`src/rtl/mul_div_pkg.sv`:
```
// Shared constants for the MIPS150 multiply/divide unit: Op encodings,
// FSM state type and a small decode helper.
package mul_div_pkg;

  localparam int MD_WIDTH = 32;
  localparam int MD_ITERS = 32;

  localparam logic [2:0] MD_MULT  = 3'd0;
  localparam logic [2:0] MD_MULTU = 3'd1;
  localparam logic [2:0] MD_DIV   = 3'd2;
  localparam logic [2:0] MD_DIVU  = 3'd3;
  localparam logic [2:0] MD_MTHI  = 3'd4;
  localparam logic [2:0] MD_MTLO  = 3'd5;

  typedef enum logic [1:0] {
    MD_IDLE = 2'd0,
    MD_RUN  = 2'd1,
    MD_FIN  = 2'd2
  } md_state_e;

  // Signed ops work on magnitudes and are sign-corrected on completion.
  function automatic logic md_is_signed(input logic [2:0] op);
    return (op == MD_MULT) || (op == MD_DIV);
  endfunction

endpackage

```
`src/rtl/mul_div_step.sv`:
```
// One iteration of the iterative multiplier/divider on the {hi, lo} pair.
//   mul: right-shift shift-add; lo holds the multiplier, operand the multiplicand.
//   div: restoring shift-subtract; hi holds the partial remainder, lo the
//        dividend shifting out / quotient shifting in, operand the divisor.
module mul_div_step #(
  parameter int WIDTH = 32
) (
  input  logic             is_div,
  input  logic [WIDTH-1:0] hi_in,
  input  logic [WIDTH-1:0] lo_in,
  input  logic [WIDTH-1:0] operand,
  output logic [WIDTH-1:0] hi_out,
  output logic [WIDTH-1:0] lo_out
);

  logic [WIDTH:0]   sum;
  logic [WIDTH:0]   rem_sh;
  logic [WIDTH-1:0] diff;

  // Both datapaths are evaluated; is_div picks the result.
  always_comb begin
    sum    = {1'b0, hi_in} + (lo_in[0] ? {1'b0, operand} : '0);
    rem_sh = {hi_in, lo_in[WIDTH-1]};
    // Only used when rem_sh >= operand, so the true difference fits in WIDTH bits.
    diff   = rem_sh[WIDTH-1:0] - operand;
    hi_out = sum[WIDTH:1];
    lo_out = {sum[0], lo_in[WIDTH-1:1]};
    if (is_div) begin
      if (rem_sh >= {1'b0, operand}) begin
        hi_out = diff;
        lo_out = {lo_in[WIDTH-2:0], 1'b1};
      end else begin
        hi_out = rem_sh[WIDTH-1:0];
        lo_out = {lo_in[WIDTH-2:0], 1'b0};
      end
    end
  end

endmodule

```
`src/rtl/mul_div_unit.sv`:
```
// Iterative 32x32 multiply/divide unit with architectural HI/LO registers.
// Build option: define MULDIV_DIV_EN to include DIV/DIVU; without it those
// opcodes are rejected like any unknown Op (Illegal pulse, no Busy).
//
// Handshake: Start is a request qualified only in IDLE. When Start is high at
// a rising edge in IDLE the request (Op/A/B) is taken at that edge; at any
// other time Start is ignored and nothing is queued, so control must hold the
// pipeline while Busy is high. Done is a one-cycle pulse in the cycle HI/LO
// first show a mul/div result; Illegal is a one-cycle pulse the cycle after an
// unsupported Op was taken.
module mul_div_unit
  import mul_div_pkg::*;
#(
  parameter int WIDTH = MD_WIDTH,
  parameter int ITERS = MD_ITERS
) (
  input  logic             Clock,
  input  logic             Reset,
  input  logic             Start,
  input  logic [2:0]       Op,
  input  logic [WIDTH-1:0] A,
  input  logic [WIDTH-1:0] B,
  output logic             Busy,
  output logic             Done,
  output logic             Illegal,
  output logic [WIDTH-1:0] HI,
  output logic [WIDTH-1:0] LO,
  output logic [1:0]       dbg_state
);

`ifdef MULDIV_DIV_EN
  localparam logic DIV_EN = 1'b1;
`else
  localparam logic DIV_EN = 1'b0;
`endif

  localparam int CW = $clog2(ITERS);
  localparam logic [CW-1:0] LAST = CW'(ITERS - 1);

  md_state_e state, state_nxt;

  logic [CW-1:0]      cnt;
  logic [WIDTH-1:0]   work_hi, work_lo, operand, a_orig;
  logic               op_div, neg_q, neg_r, div_zero;
  logic [WIDTH-1:0]   step_hi, step_lo;
  logic               accept_md, accept_mthi, accept_mtlo, accept_bad, req_div;
  logic               a_neg, b_neg, last_iter;
  logic [WIDTH-1:0]   a_mag, b_mag;
  logic [2*WIDTH-1:0] prod_fix;
  logic [WIDTH-1:0]   q_fix, r_fix;
  logic               illegal_q;

  mul_div_step #(.WIDTH(WIDTH)) u_step (
    .is_div  (op_div),
    .hi_in   (work_hi),
    .lo_in   (work_lo),
    .operand (operand),
    .hi_out  (step_hi),
    .lo_out  (step_lo)
  );

  // Request decode: classify a Start seen in IDLE and form operand magnitudes.
  always_comb begin
    accept_md   = 1'b0;
    accept_mthi = 1'b0;
    accept_mtlo = 1'b0;
    accept_bad  = 1'b0;
    req_div     = 1'b0;
    a_neg       = md_is_signed(Op) & A[WIDTH-1];
    b_neg       = md_is_signed(Op) & B[WIDTH-1];
    a_mag       = a_neg ? -A : A;
    b_mag       = b_neg ? -B : B;
    if (Start && (state == MD_IDLE)) begin
      case (Op)
        MD_MULT, MD_MULTU: accept_md = 1'b1;
        MD_DIV, MD_DIVU: begin
          if (DIV_EN) begin
            accept_md = 1'b1;
            req_div   = 1'b1;
          end else begin
            accept_bad = 1'b1;
          end
        end
        MD_MTHI: accept_mthi = 1'b1;
        MD_MTLO: accept_mtlo = 1'b1;
        default: accept_bad = 1'b1;
      endcase
    end
  end

  // Sign/zero fix-up of the final step result, written to HI/LO on entry to FIN.
  always_comb begin
    prod_fix = neg_q ? -{step_hi, step_lo} : {step_hi, step_lo};
    q_fix    = div_zero ? '1 : (neg_q ? -step_lo : step_lo);
    r_fix    = div_zero ? a_orig : (neg_r ? -step_hi : step_hi);
  end

  // FSM state register.
  always_ff @(posedge Clock) begin
    if (Reset) state <= MD_IDLE;
    else       state <= state_nxt;
  end

  // FSM next state and status outputs.
  always_comb begin
    state_nxt = state;
    last_iter = 1'b0;
    Busy      = 1'b0;
    Done      = 1'b0;
    case (state)
      MD_IDLE: if (accept_md) state_nxt = MD_RUN;
      MD_RUN: begin
        Busy      = 1'b1;
        last_iter = (cnt == LAST);
        if (last_iter) state_nxt = MD_FIN;
      end
      MD_FIN: begin
        Done      = 1'b1;
        state_nxt = MD_IDLE;
      end
      default: state_nxt = MD_IDLE;
    endcase
  end

  // Datapath: MT* writes, operand capture, iteration, and final HI/LO update.
  always_ff @(posedge Clock) begin
    if (Reset) begin
      HI        <= '0;
      LO        <= '0;
      work_hi   <= '0;
      work_lo   <= '0;
      operand   <= '0;
      a_orig    <= '0;
      cnt       <= '0;
      op_div    <= 1'b0;
      neg_q     <= 1'b0;
      neg_r     <= 1'b0;
      div_zero  <= 1'b0;
      illegal_q <= 1'b0;
    end else begin
      illegal_q <= accept_bad;
      if (accept_mthi) HI <= A;
      if (accept_mtlo) LO <= A;
      if (accept_md) begin
        cnt      <= '0;
        work_hi  <= '0;
        work_lo  <= req_div ? a_mag : b_mag;
        operand  <= req_div ? b_mag : a_mag;
        a_orig   <= A;
        op_div   <= req_div;
        neg_q    <= a_neg ^ b_neg;
        neg_r    <= a_neg;
        div_zero <= (B == '0);
      end else if (state == MD_RUN) begin
        cnt     <= cnt + 1'b1;
        work_hi <= step_hi;
        work_lo <= step_lo;
        if (last_iter) begin
          if (op_div) begin
            HI <= r_fix;
            LO <= q_fix;
          end else begin
            HI <= prod_fix[2*WIDTH-1:WIDTH];
            LO <= prod_fix[WIDTH-1:0];
          end
        end
      end
    end
  end

  assign Illegal   = illegal_q;
  assign dbg_state = state;

endmodule

```
`config.mk`:
```
export PLATFORM = sky130hd
export DESIGN_NAME = mul_div_unit
export DESIGN_NICKNAME = d
export VERILOG_FILES = /design/src/rtl/mul_div_pkg.sv /design/src/rtl/mul_div_step.sv /design/src/rtl/mul_div_unit.sv
export SDC_FILE = /design/constraint.sdc
export NUM_CORES = 1
export LEC_CHECK = 0
export BUFFER_PORTS_ARGS = -buffer_cell sky130_fd_sc_hd__buf_2
export CAP_MARGIN = 20
export CORE_ASPECT_RATIO = 0.7
export CORE_MARGIN = 2
export CORE_UTILIZATION = 32
export CTS_BUF_LIST = sky130_fd_sc_hd__clkbuf_16
export DETAILED_ROUTE_END_ITERATION = 8
export GPL_TIMING_DRIVEN = 0
export HOLD_SLACK_MARGIN = 0.12
export PLACE_DENSITY = 0.47
export SLEW_MARGIN = 20
export SYNTH_ARGS = -nofsm -noshare
export SYNTH_HDL_FRONTEND = slang
export SYNTH_SLANG_ARGS = --single-unit
```
`constraint.sdc`:
```
create_clock -name Clock -period 3.7 [get_ports Clock]
set_input_delay 0.185 -clock Clock [delete_from_list [all_inputs] [get_ports Clock]]
set_output_delay 0.185 -clock Clock [all_outputs]
set_load 0.005 [all_outputs]
```
# --- After elaboration in Yosys (flattened, before gate mapping) ---
# Cells that the tools add are included.
totals:
  output_inout_bits: 69
  inputBits: 70
  memories: 0
  rom_bits: 0
  latchBits: 0
  ff_bits: 169
  mem_bits_rw: 0
classes:
  add_sub_neg: 5
  magnitude_cmp: 0
  n_mul: 0
  n_reduce_logical: 10
  div: 0
  n_shift: 0
  eq_ne: 9
  muxes: 27
  n_bitwise: 4
op_table:
  columns: ["op", "n"]
  rows:
  - ["two-way mux 32 bit", 13]
  - ["two-way mux 64 bit", 1]
  - ["negator 32 bit", 2]
  - ["negator 64 bit", 1]
  - ["adder 32 x 33 -> 33 bit", 1]
  - ["two-way mux 1 bit", 10]
  - ["== test 3 bit, second input constant", 2]
  - ["OR reduction 2 bit", 3]
  - ["adder 5 x 1 -> 5 bit, second input constant", 1]
  - ["== test 5 bit, second input constant", 1]
  - ["two-way mux 2 bit", 2]
  - ["!= test 2 bit, second input constant", 2]
  - ["case mux 2 bit (2 select lines)", 1]
  - ["OR reduction 4 bit", 1]
  - ["== test 3 x 1 -> 1 bit, second input constant", 1]
  - ["== test 3 x 2 -> 1 bit, second input constant", 1]
  - ["logical NOT 3 bit", 1]
  - ["AND 1 bit", 2]
  - ["== test 2 x 1 -> 1 bit, second input constant", 1]
  - ["== test 2 bit, second input constant", 1]
  - ["logical NOT 2 bit", 1]
  - ["AND reduction 2 bit", 1]
  - ["nonzero test 2 bit", 1]
  - ["logical AND 1 bit", 1]
  - ["other kinds (3)", 3]

# --- Depth between registers and ports, before layout ---
# Gate-level depths: netlist (run 1).
logic_depth:
  depth_word: 7
  ltp_mapped: 15
  mapped_depth_nobuf: 14

# --- Hierarchy ---
# A second synthesis (run 1) with hierarchy kept.
unflattened:
  hier_cells: 1957
  area_unflattened_um2: 14931.8
by_module_without_submodules:
  columns: ["module", "area_per_inst_um2", "seq_area_each_um2", "instances", "cells_per_inst"]
  rows:
  - ["mul_div_unit", 10114.7, 3383.2, 1, 1269]
  - ["mul_div_step", 4817.1, 0.0, 1, 688]

# --- Worst setup path after synthesis (run 1) ---
# No wires, ideal clock.
synth_path:
  path_kind: "flip-flop to flip-flop"
  startpoint: "reg work_lo[0]"
  endpoint: "reg HI[28]"
  path_buffers: 2
  stages_incl_launch_ff: 15
  t_arrival_ns: 3.605
  path_slack_ns: -0.029
  required_ns: 3.576
  cell_sequence: "dfxtp_1 > clkbuf_1 > and2_1 > ha_1 > clkbuf_1 > a21o_1 > or3_1 > o21ai_1 > nor3_1 > or3_1 > a211oi_1 > or4b_1 > o41ai_2 > xnor2_1 > o22ai_1"
synth_via:
  elab_chain_cells: 7
synth_lines:
  columns: ["element", "line", "text"]
  rows:
  - ["start: declaration", "mul_div_unit.sv:43", "logic [WIDTH-1:0] work_hi, work_lo, operand, a_orig;"]
  - ["start signal: assignment", "mul_div_unit.sv:147", "work_lo <= req_div ? a_mag : b_mag;"]
  - ["start signal: assignment", "mul_div_unit.sv:157", "work_lo <= step_lo;"]
  - ["two-way mux 32 bit (*)", "mul_div_step.sv:22", "sum = {1'b0, hi_in} + (lo_in[0] ? {1'b0, operand} : '0);"]
  - ["adder 32 x 33 -> 33 bit (*)", "mul_div_step.sv:22", null]
  - ["negator 64 bit", "mul_div_unit.sv:93", "prod_fix = neg_q ? -{step_hi, step_lo} : {step_hi, step_lo};"]
  - ["two-way mux 64 bit (*)", "mul_div_unit.sv:93", null]
  - ["two-way mux 32 bit (*)", "mul_div_unit.sv:158", "if (last_iter) begin"]
  - ["two-way mux 32 bit (*)", "mul_div_unit.sv:154", "end else if (state == MD_RUN) begin"]
  - ["two-way mux 32 bit (*)", "mul_div_unit.sv:144", "if (accept_md) begin"]
  - ["end signal: assignment", "mul_div_unit.sv:160", "HI <= r_fix;"]
  - ["end signal: assignment", "mul_div_unit.sv:163", "HI <= prod_fix[2*WIDTH-1:WIDTH];"]
  - ["end: declaration", "mul_div_unit.sv:26", "output logic [WIDTH-1:0] HI,"]
# Mark *: on every way between the ends. The rest lies on a longest branch, timed or not.
# A chain may end at the register's enable or synchronous reset.

# --- Worst setup path in the final report (run 1) ---
# Ends and elaborated chain as after synthesis.

==> summary.txt, run 1 <==
Place
  • GP Congestion: 0.896
  • Placed wire-length estimate: 38300 microns
  • Post-Place Setup Slack: -1540 ps
  • Port Buf Inserts: 137
  • Dpl cells: 2155
  • Placed cell areas: 13100 sq um

Global routing
  • Initial antenna violation count: 1
  • First-pass GRT wire length: 73300 microns
  • Vias in the first global route: 11700
  • Largest net degree at the start of global routing: 17
  • GR Util All Layers: 25.5%
  • GRT overflow: 0

Finish
  • Layout cells sized above 1: 23.5%
  • Area of the multi-input gates: 8930 sq um
  • NumNets Final: 1901
  • Inserted Diodes: 0
  • Number of fill cells: 3709
  • Design area: 15600 sq um
  • Register area: 3400 sq um
  • Area Overhead vs Synth: 32.3%
  • Finished Layout Cells: 2286

Timing
  • Final setup fails: 6
  • Setup_tns: -464 ps
  • Fin crit period: 3820 ps
  • Final Hold Vio Count: 0
  • Transition time of the tightest slew-check pin: 1040 ps
  • FMAX: 262 MHz
  • Setup Skew: 9.54 ps
  • RSZ-0062 raised after global routing: true
  • Rel. slew slack: 30.7%
  • WHS: 125 ps
  • Final period util: 103%
  • Final Worst Setup Slack: -124 ps
  • Slew Limit Fails: 0

Logic synthesis
  • Number of synthesized flops with an enable pin: 0
  • Cells after Synth: 1538
  • Most frequent cells after synthesis: nor2_1 (201), nand2_1 (192), dfxtp_1 (169), a21oi_1 (114), xnor2_1 (87)
  • Mean Syn Cell Area: 7.68 sq um
  • Yosys warns: 0
  • Nets in the synthesized netlist: 1646
  • Top-area cell type share of the netlist area: 28.6%
  • Main area contributors after synthesis: dfxtp_1 (29%), xnor2_1 (6.4%), nor2_1 (6.4%)
  • Synth async-reset ratio: 0%
  • Ys flop type: dfxtp_1
  • Most common cell in the synthesized netlist: nor2_1
  • Sequential element share of the synthesized area: 28.6%
  • Cell taking the most area after synthesis: dfxtp_1
  • Synth Register Bits: 169
  • Netlist cell types: 86
  • Synthesized area: 11800 sq um

Setup path
  • Crit-path max FO: 7
  • Critical path required time: 4040 ps
  • Worst Setup End Kind: flop
  • Critical path type: reg2reg
  • Setup crit start kind: flop
  • Worst Path Arrival: 4160 ps

Die
  • Initial Util: 32.7%
  • Die height: 165 microns
  • Core box area: 36100 sq um
  • Rows: 58
  • Die W: 234 microns
  • Die area: 38500 sq um
  • Io pins: 139

Pwr
  • Internal Pwr Total: 3.17 mW
  • Sw frac: 29.6%
  • Clk pwr share: 39.4%
  • Leakage: 6.17 nW
  • Comb pwr share: 17.7%
  • Psw: 1.33 mW
  • Max IR drop VDD: 0.000338 V
  • Power share of the sequential group: 42.9%
  • Pwr per Cell Area: 288 nW/um^2

Clock tree
  • CTS root buf: clkbuf_16
  • Clk sink count: 169
  • Worst-Skew Late Latency: 460 ps
  • H-tree lvl count: 4
  • TritonCTS clock tree: built
  • CTS max path bufs: 2
  • TritonCTS buffer count: 17
  • Worst-path clk slew: 70 ps

Job
  • Max-cap violations: 0

Drt
  • DRC Markers: 0
  • 1st-pass router iterations: 6
  • Routed Antenna Nets: 0
  • Drt initial violations: 1247
  • Via density: 5.57
  • Total Routed Length: 50100 microns
  • Via total after detailed routing: 12700
  • Post-DR wirelength/cell: 21.9 microns

Outcome
  • Failing checks: setup timing
  • Outcome: complete, but fails checks

Min path
  • Hold crit path type: in2reg
-- timing repair --
item	CTS	global route
setup buffers	48	27
gates cloned	1	0
setup endpoints to repair	39	26
pin swaps	56	53
gates resized for setup	131	97
hold buffers	33	0
endpoints found under the hold margin	33	0
-- per-stage QoR --
stage                     util, %  power [mW]
final                        43.2        4.50
after floorplan                 -        2.35
after detailed placement     36.3        2.62
after CTS                    41.3        4.45
after global placement       36.3        2.61
after global routing         43.2        4.65
-- cells by family (layout without fill, tap and decap cells) --
group	Yosys count	count (layout)	synth area share, %
adders and majority gates	38	38	4.09
AOI/OAI and AO/OA	420	420	24.2
muxes	60	60	5.16
xor gates and xnor gates	129	129	9.63
and+or+nand+nor	598	598	23.9
DFF	169	169	28.6
buffers and inverters	124	392	4.39
-- final timing paths --
check	from	endpoint	slack, ps	depth (start not counted)
setup / recovery	work_lo[0]	HI[28]	-120	13
hold / removal	B[25]	work_lo[25]	120	4
setup reg to reg	work_lo[0]	HI[28]	-120	13
hold reg to reg	operand[31]	operand[31]	460	2
-- per-layer routing --
metal	share of wire (%)	up-vias	GRT usage, %
met5	0	-	0
li1	-	6045	-
met1	52	6227	41.6
met4	0.97	0	5.09
met3	7.0	31	3.71
met2	40	438	34.0
-- cell usage in the layout (no fill, tap or decap), types with 8 or more instances in the layout --
master,count
nand2b_1,8
xor2_1,37
nand3_1,13
mux2i_1,53
or3_1,12
buf_6,11
nor2b_1,9
nand4_1,8
and2_1,43
a21oi_1,98
buf_4,66
nand2_1,186
a21o_1,11
o21ai_2,8
ha_4,10
ha_1,20
clkbuf_16,18
o31ai_1,16
o21ai_0,51
buf_2,137
a21oi_2,10
inv_1,27
o41ai_1,8
nor3_1,21
dlygate4sd3_1,33
clkbuf_1,70
a311oi_1,33
a211oi_1,80
xnor2_1,82
nor4_1,12
buf_1,9
dfxtp_1,164
nor2_1,196
-- layout make-up --
type | instances | area share (%)
Sequential cell | 169 | 21.8
Clock inverter | 15 | 0.769
Clock buffer | 17 | 2.72
Inverter | 25 | 0.600
Buffer | 89 | 2.69
Tap cell | 480 | 3.84
Timing Repair Buffer | 246 | 10.5
Multi-Input combinational cell | 1245 | 57.1
-- power groups by stage --
stage	combinational, mW	clock, mW	sequential, mW
2_1_floorplan	0.389	0	1.96
3_3_place_gp	0.642	0	1.97
3_5_place_dp	0.645	0	1.97
4_1_cts	0.738	1.78	1.93
5_1_grt	0.853	1.85	1.94
6_report	0.796	1.77	1.93
-- worst max-delay path: stages (launching register included) --
cell and delay, ps:
dfxtp_4 440, clkbuf_8 200, and2_1 180, ha_2 360
nand2_4 130, o21a_1 220, o21ai_1 100, or2_1 230
or3_1 380, a211oi_2 260, or4b_4 520, o41ai_4 420
xnor2_1 170, o22ai_1 100
-- state kept, by name (all words and copies together) (netlist names) --
name,cells
neg_q,1
HI,32
work_hi,32
LO,32
operand,32
work_lo,32
cnt,5
Illegal,1
dbg_state,2
Power figures use the tool's default switching activity.
==> inputs of run 2 (changes only) <==
PLACE_DENSITY = 0.45   (was 0.47)
SETUP_SLACK_MARGIN = 0.5   (was default)
clock period = 3.9 ns   (was 3.7 ns; I/O delays follow)
==> run 2 against run 1 <==
Compared with the run above:
- the run still ends with setup timing left
- sequential share of layout area up 0.066 points
- maximum frequency is 2.2% lower
- non-clock buffer count shrank 17
- clock power fell by 5%
- largest cell class unchanged
==> summary.txt, run 2 (same netlist as run 1, synthesis figures left out) <==
Finish
  • Inserted Diodes: 0 (unchanged)
  • Layout cells sized above 1: 23.5% (-0.056 points)
  • Finished Layout Cells: 2269 (-0.74%)
  • Most common cell after layout, fill and taps aside: nor2_1
  • Design area: 15600 sq um (-0.30%)
  • Most frequent cells in the layout: nor2_1 (191), nand2_1 (187), dfxtp_1 (164)
  • NumNets Final: 1884 (-0.89%)
  • Final Util: 43.1% (-0.13 points)
  • Area Overhead vs Synth: 31.9%

Timing
  • Final setup fails: 1 (-5)
  • Setup_tns: -9.62 ps (+454 ps)
  • Setup Skew: 10.2 ps (+0.614 ps)
  • Final Worst Setup Slack: -9.62 ps (+114 ps)
  • Final period util: 100% (-3.1 points)
  • Transition time of the tightest slew-check pin: 1100 ps (+58.7 ps)
  • Fin crit period: 3910 ps (+85.7 ps)
  • FMAX: 256 MHz (-2.2%)
  • Rel. slew slack: 27.0% (-3.8 points)
  • WHS: 139 ps (+14.4 ps)
  • RSZ-0062 raised after global routing: true
  • Slew Limit Fails: 0 (unchanged)
  • Final Hold Vio Count: 0 (unchanged)

Min path
  • Hold depth: 4 (unchanged)
  • Hold Path Sink: work_lo[25]
  • Hold crit path type: in2reg
  • Hold_sp: B[25]

Place
  • Placed wire-length estimate: 39200 microns (+2.4%)
  • GP Congestion: 0.855 (-4.6%)
  • Dpl cells: 2155 (unchanged)
  • Post-Place Setup Slack: -844 ps (+695 ps)
  • Port Buf Inserts: 137 (unchanged)
  • Placed cell areas: 13200 sq um (+0.74%)

Drt
  • Via total after detailed routing: 12700 (-0.078%)
  • DRC Markers: 0 (unchanged)
  • Post-DR wirelength/cell: 22.4 microns (+2.2%)
  • 1st-pass router iterations: 6 (unchanged)
  • Routed Antenna Nets: 0 (unchanged)
  • Drt initial violations: 975 (-22%)
  • Via density: 5.61 (+0.67%)
  • Total Routed Length: 50900 microns (+1.5%)

Setup path
  • CP max stage delay: 530 ps (about the same)
  • CP Cell Sequence: clkbuf_16, and2_4, ha_4, buf_8, a21o_1, or3_4, o21ai_4, nor3_2, or3_4, a211oi_4, or4b_4, o41ai_4, xnor2_1, o22ai_1
  • Reg2reg start: work_lo[0]
  • CP Buf/Inv Count: 2 (+1)
  • Crit-path max FO: 7 (unchanged)
  • R2r setup slk: -10 ps (+110 ps)
  • Crit-path leading delay family: simple AND/OR/NAND/NOR gates
  • Setup crit start kind: flop
  • Critical path required time: 4220 ps (+180 ps)
  • Worst Reg-to-Reg Cells: 14 (+1)
  • Worst Setup End Kind: flop
  • Crit-path slowest cell: or4b_4
  • Most frequent CP cell: or3_4
  • Worst Path Arrival: 4230 ps (+70 ps)
  • R2R Path End: HI[28]
  • Critical path type: reg2reg

Pwr
  • Pwr per Cell Area: 274 nW/um^2 (-4.7%)
  • Total power: 4.28 mW (-5.0%)
  • Max IR drop VDD: 0.000313 V (-7.3%)
  • Leakage: 6.20 nW (+0.35%)

Die
  • Initial Util: 32.7% (unchanged)
  • Die W: 234 microns (unchanged)
  • Io pins: 139 (unchanged)
  • Die area: 38500 sq um (unchanged)
  • Die height: 165 microns (unchanged)
  • Core box area: 36100 sq um (unchanged)
  • Rows: 58 (unchanged)

Global routing
  • First-pass GRT wire length: 74800 microns (+2.1%)
  • GR Util All Layers: 26.2% (+0.74 points)
  • Largest net degree at the start of global routing: 17 (unchanged)
  • GRT overflow: 0 (unchanged)
  • Vias in the first global route: 11800 (+0.73%)
  • Initial antenna violation count: 0 (-1)

Job
  • Max-cap violations: 0 (unchanged)

Clock tree
  • TritonCTS buffer count: 17 (unchanged)
  • TritonCTS clock tree: built
  • H-tree lvl count: 4 (unchanged)
  • Worst-path clk slew: 70 ps (about the same)
  • Worst-Skew Late Latency: 450 ps (about the same)
  • Clk sink count: 169 (unchanged)
  • CTS root buf: clkbuf_16
  • CTS max path bufs: 2 (unchanged)

Outcome
  • Failing checks: setup timing
  • Outcome: complete, but fails checks
run 2: tightest hold or removal path, cell delays in order:
cell	delay (ps)
buf_2	100
xor2_1	80
nor2_1	110
a311oi_1	60
run 2: worst max-delay path by stage:
stage / startpoint / endpoint / slack (ps) / cells after the start
4_1_cts: work_lo[0] / HI[31] / 10 / 15
6_report: work_lo[0] / HI[28] / -10 / 14
3_5_place_dp: work_lo[0] / HI[25] / -840 / 13
3_3_place_gp: work_lo[0] / HI[25] / -850 / 13
2_1_floorplan: work_lo[0] / HI[28] / 450 / 15
5_1_grt: work_lo[0] / HI[28] / -80 / 14
run 2: final cells by class:
cell class,instances,area (sq um)
clock buffers,17,425
multi-input cells,1245,9010
inverters,25,93.8
plain buffers,99,502
repair buffers,219,1430
fillers,3775,20600
flip-flops and latches,169,3400
clock inverters,15,119
well taps,480,601
run 2: report_power, final:
part | switching [mW] | total [mW] | internal [mW] | leakage (nW)
Combinational | 0.457 | 0.753 | 0.297 | 4.54
Clock | 0.768 | 1.69 | 0.921 | 0.280
Sequential | 0.0534 | 1.83 | 1.78 | 1.38
run 2: layer usage:
| layer | global-route usage [%] | vias to the layer above | wire (microns) |
|---|---|---|---|
| met3 | 4.51 | 36 | 3570 |
| met5 | 0 | - | 0 |
| met1 | 42.2 | 6236 | 26900 |
| li1 | - | 6017 | - |
| met4 | 5.15 | 0 | 583 |
| met2 | 35.3 | 442 | 19800 |
run 2: timing repair:
action | CTS | global route
endpoints found under the setup margin | 39 | 38
hold buffers | 29 | 0
resized for setup | 147 | 90
gates cloned | 1 | 0
endpoints found under the hold margin | 28 | 0
setup buffers | 41 | 11
pin swaps | 41 | 22
==> inputs of run 3 (changes only) <==
SKIP_LAST_GASP = 1   (was default)
==> run 3 against run 2 <==
Compared with the run above:
- the flow now finishes without violations
- clock power is essentially flat
- die area is the same
- critical path depth grew 2
- worst setup slack gained 14 ps
- total power shrank 0.37%
- cell count is the same
- sequential power is essentially flat
- first-iteration DRC count grew 8.5%
- highest routed layer unchanged
==> summary.txt, run 3 (same netlist as run 1, synthesis figures left out) <==
Timing
  • Setup Skew: 10.7 ps (+0.515 ps)
  • Fin crit period: 3900 ps (-14.5 ps)
  • FMAX: 257 MHz (+0.37%)
  • RSZ-0062 raised after global routing: true
  • Transition time of the tightest slew-check pin: 1090 ps (-8.10 ps)
  • Slew Limit Fails: 0 (unchanged)
  • Final Hold Vio Count: 0 (unchanged)
  • Final Worst Setup Slack: 4.88 ps (+14.5 ps)
  • Rel. slew slack: 27.3% (+0.38 points)
  • WHS: 134 ps (-5.20 ps)
  • Final setup fails: 0 (-1)
  • Final period util: 99.9% (-0.37 points)

Pwr
  • Pwr per Cell Area: 276 nW/um^2 (+0.51%)
  • Max IR drop VDD: 0.000317 V (+1.0%)
  • Total power: 4.26 mW (-0.37%)
  • Leakage: 6.15 nW (-0.75%)

Setup path
  • Critical path type: reg2reg
  • Worst Reg-to-Reg Cells: 16 (+2)
  • Setup crit start kind: flop
  • Crit-path max FO: 7 (unchanged)
  • Worst Setup End Kind: flop
  • Worst Path Arrival: 4220 ps (about the same)
  • Critical path required time: 4220 ps (about the same)

Clock tree
  • Worst-Skew Late Latency: 450 ps (about the same)
  • H-tree lvl count: 4 (unchanged)
  • TritonCTS clock tree: built
  • TritonCTS buffer count: 17 (unchanged)
  • CTS max path bufs: 2 (unchanged)
  • CTS root buf: clkbuf_16
  • Worst-path clk slew: 70 ps (about the same)
  • Clk sink count: 169 (unchanged)

Die
  • Initial Util: 32.7% (unchanged)
  • Die area: 38500 sq um (unchanged)
  • Die height: 165 microns (unchanged)
  • Core box area: 36100 sq um (unchanged)
  • Die W: 234 microns (unchanged)
  • Rows: 58 (unchanged)
  • Io pins: 139 (unchanged)

Global routing
  • Initial antenna violation count: 0 (unchanged)
  • Vias in the first global route: 11800 (unchanged)
  • GR Util All Layers: 26.2% (unchanged)
  • First-pass GRT wire length: 74800 microns (unchanged)
  • Largest net degree at the start of global routing: 17 (unchanged)
  • GRT overflow: 0 (unchanged)

Finish
  • Layout cells sized above 1: 22.8% (-0.67 points)
  • Area Overhead vs Synth: 30.7%
  • Design area: 15400 sq um (-0.87%)
  • Finished Layout Cells: 2269 (unchanged)
  • Most frequent cells in the layout: nor2_1 (192), nand2_1 (187), dfxtp_1 (164)
  • Most common cell after layout, fill and taps aside: nor2_1
  • Number of fill cells: 3782 (+0.19%)
  • Inserted Diodes: 0 (unchanged)
  • NumNets Final: 1884 (unchanged)

Drt
  • Drt initial violations: 1058 (+8.5%)
  • DRC Markers: 0 (unchanged)
  • Post-DR wirelength/cell: 22.3 microns (-0.42%)
  • Routed Antenna Nets: 0 (unchanged)
  • Via total after detailed routing: 12700 (-0.35%)
  • 1st-pass router iterations: 6 (unchanged)
  • Total Routed Length: 50700 microns (-0.42%)
  • Via density: 5.59 (-0.35%)

Place
  • GP Congestion: 0.855 (unchanged)
  • Placed wire-length estimate: 39200 microns (unchanged)
  • Port Buf Inserts: 137 (unchanged)
  • Placed cell areas: 13200 sq um (unchanged)
  • Dpl cells: 2155 (unchanged)
  • Post-Place Setup Slack: -844 ps (unchanged)

Min path
  • Hold crit path type: in2reg
  • Hold depth: 4 (unchanged)

Outcome
  • Outcome: finished clean

Job
  • Max-cap violations: 0 (unchanged)
==> run 3: cell count changes in the layout (fill, tap and decap cells not counted), moves of 2 or more <==
| cell | previous run | this run |
|---|---|---|
| xnor2_2 | 8 | 6 |
| or4_4 | 6 | 4 |
| or4_1 | 4 | 6 |
| xnor2_1 | 78 | 81 |
| nor2_4 | 4 | 2 |
==> run 3: stage by stage <==
step	utilization [%]	TNS [ps]
5_1_grt	42.7	-259
6_report	42.7	0
4_1_cts	41.7	0
2_1_floorplan	-	0
3_5_place_dp	36.5	-11280
3_3_place_gp	36.5	-11570
==> run 3: where the power goes <==
group / total [mW] / internal, mW / switching, mW
Sequential: 1.83 / 1.78 / 0.0531
Combinational: 0.741 / 0.293 / 0.448
Clock: 1.69 / 0.920 / 0.766
Total: 4.26 / 2.99 / 1.27
==> run 3: worst paths after layout <==
path,startpoint,to,slack [ps]
worst min register to register,operand[0],operand[0],460
worst max register to register,work_lo[0],HI[31],5
worst max-delay path,work_lo[0],HI[31],5
worst min-delay path,B[25],work_lo[25],130
==> run 3: worst max-delay path, cell delays in order (launching register included) <==
cell and delay (ps):
dfxtp_4 430, clkbuf_16 180, and2_4 160, ha_4 190
buf_8 120, a21o_1 190, or3_4 360, o21ai_4 330
nor3_2 80, or3_4 360, a211oi_4 290, buf_4 150
nand4b_1 100, buf_6 170, o41ai_2 340, xnor2_1 180
o22ai_1 110
==> run 3: repair_timing <==
item | 4_1_cts | 5_1_grt
pin swaps | 41 | 17
setup endpoints to repair | 39 | 38
hold buffers | 29 | 0
gates resized for setup | 147 | 66
cloned | 1 | 0
setup buffers | 41 | 11
endpoints found under the hold margin | 28 | 0
==> run 3: layout make-up <==
cell class	count	area, sq um	share of cell area [%]
tap	480	601	3.89
inverter	25	93.8	0.608
clock buffer	17	425	2.75
multi-input combinational	1245	8880	57.5
timing repair buffer	219	1430	9.24
clock inverter	15	119	0.770
sequential	169	3400	22.0
buffer	99	500	3.24
==> run 3: routing by layer <==
metal	share of wire (%)	vias to the layer above	GRT usage, %
met3	7.1	32	4.51
met2	39	439	35.3
li1	-	6016	-
met1	53	6199	42.2
met4	1.1	0	5.15
met5	0	-	0
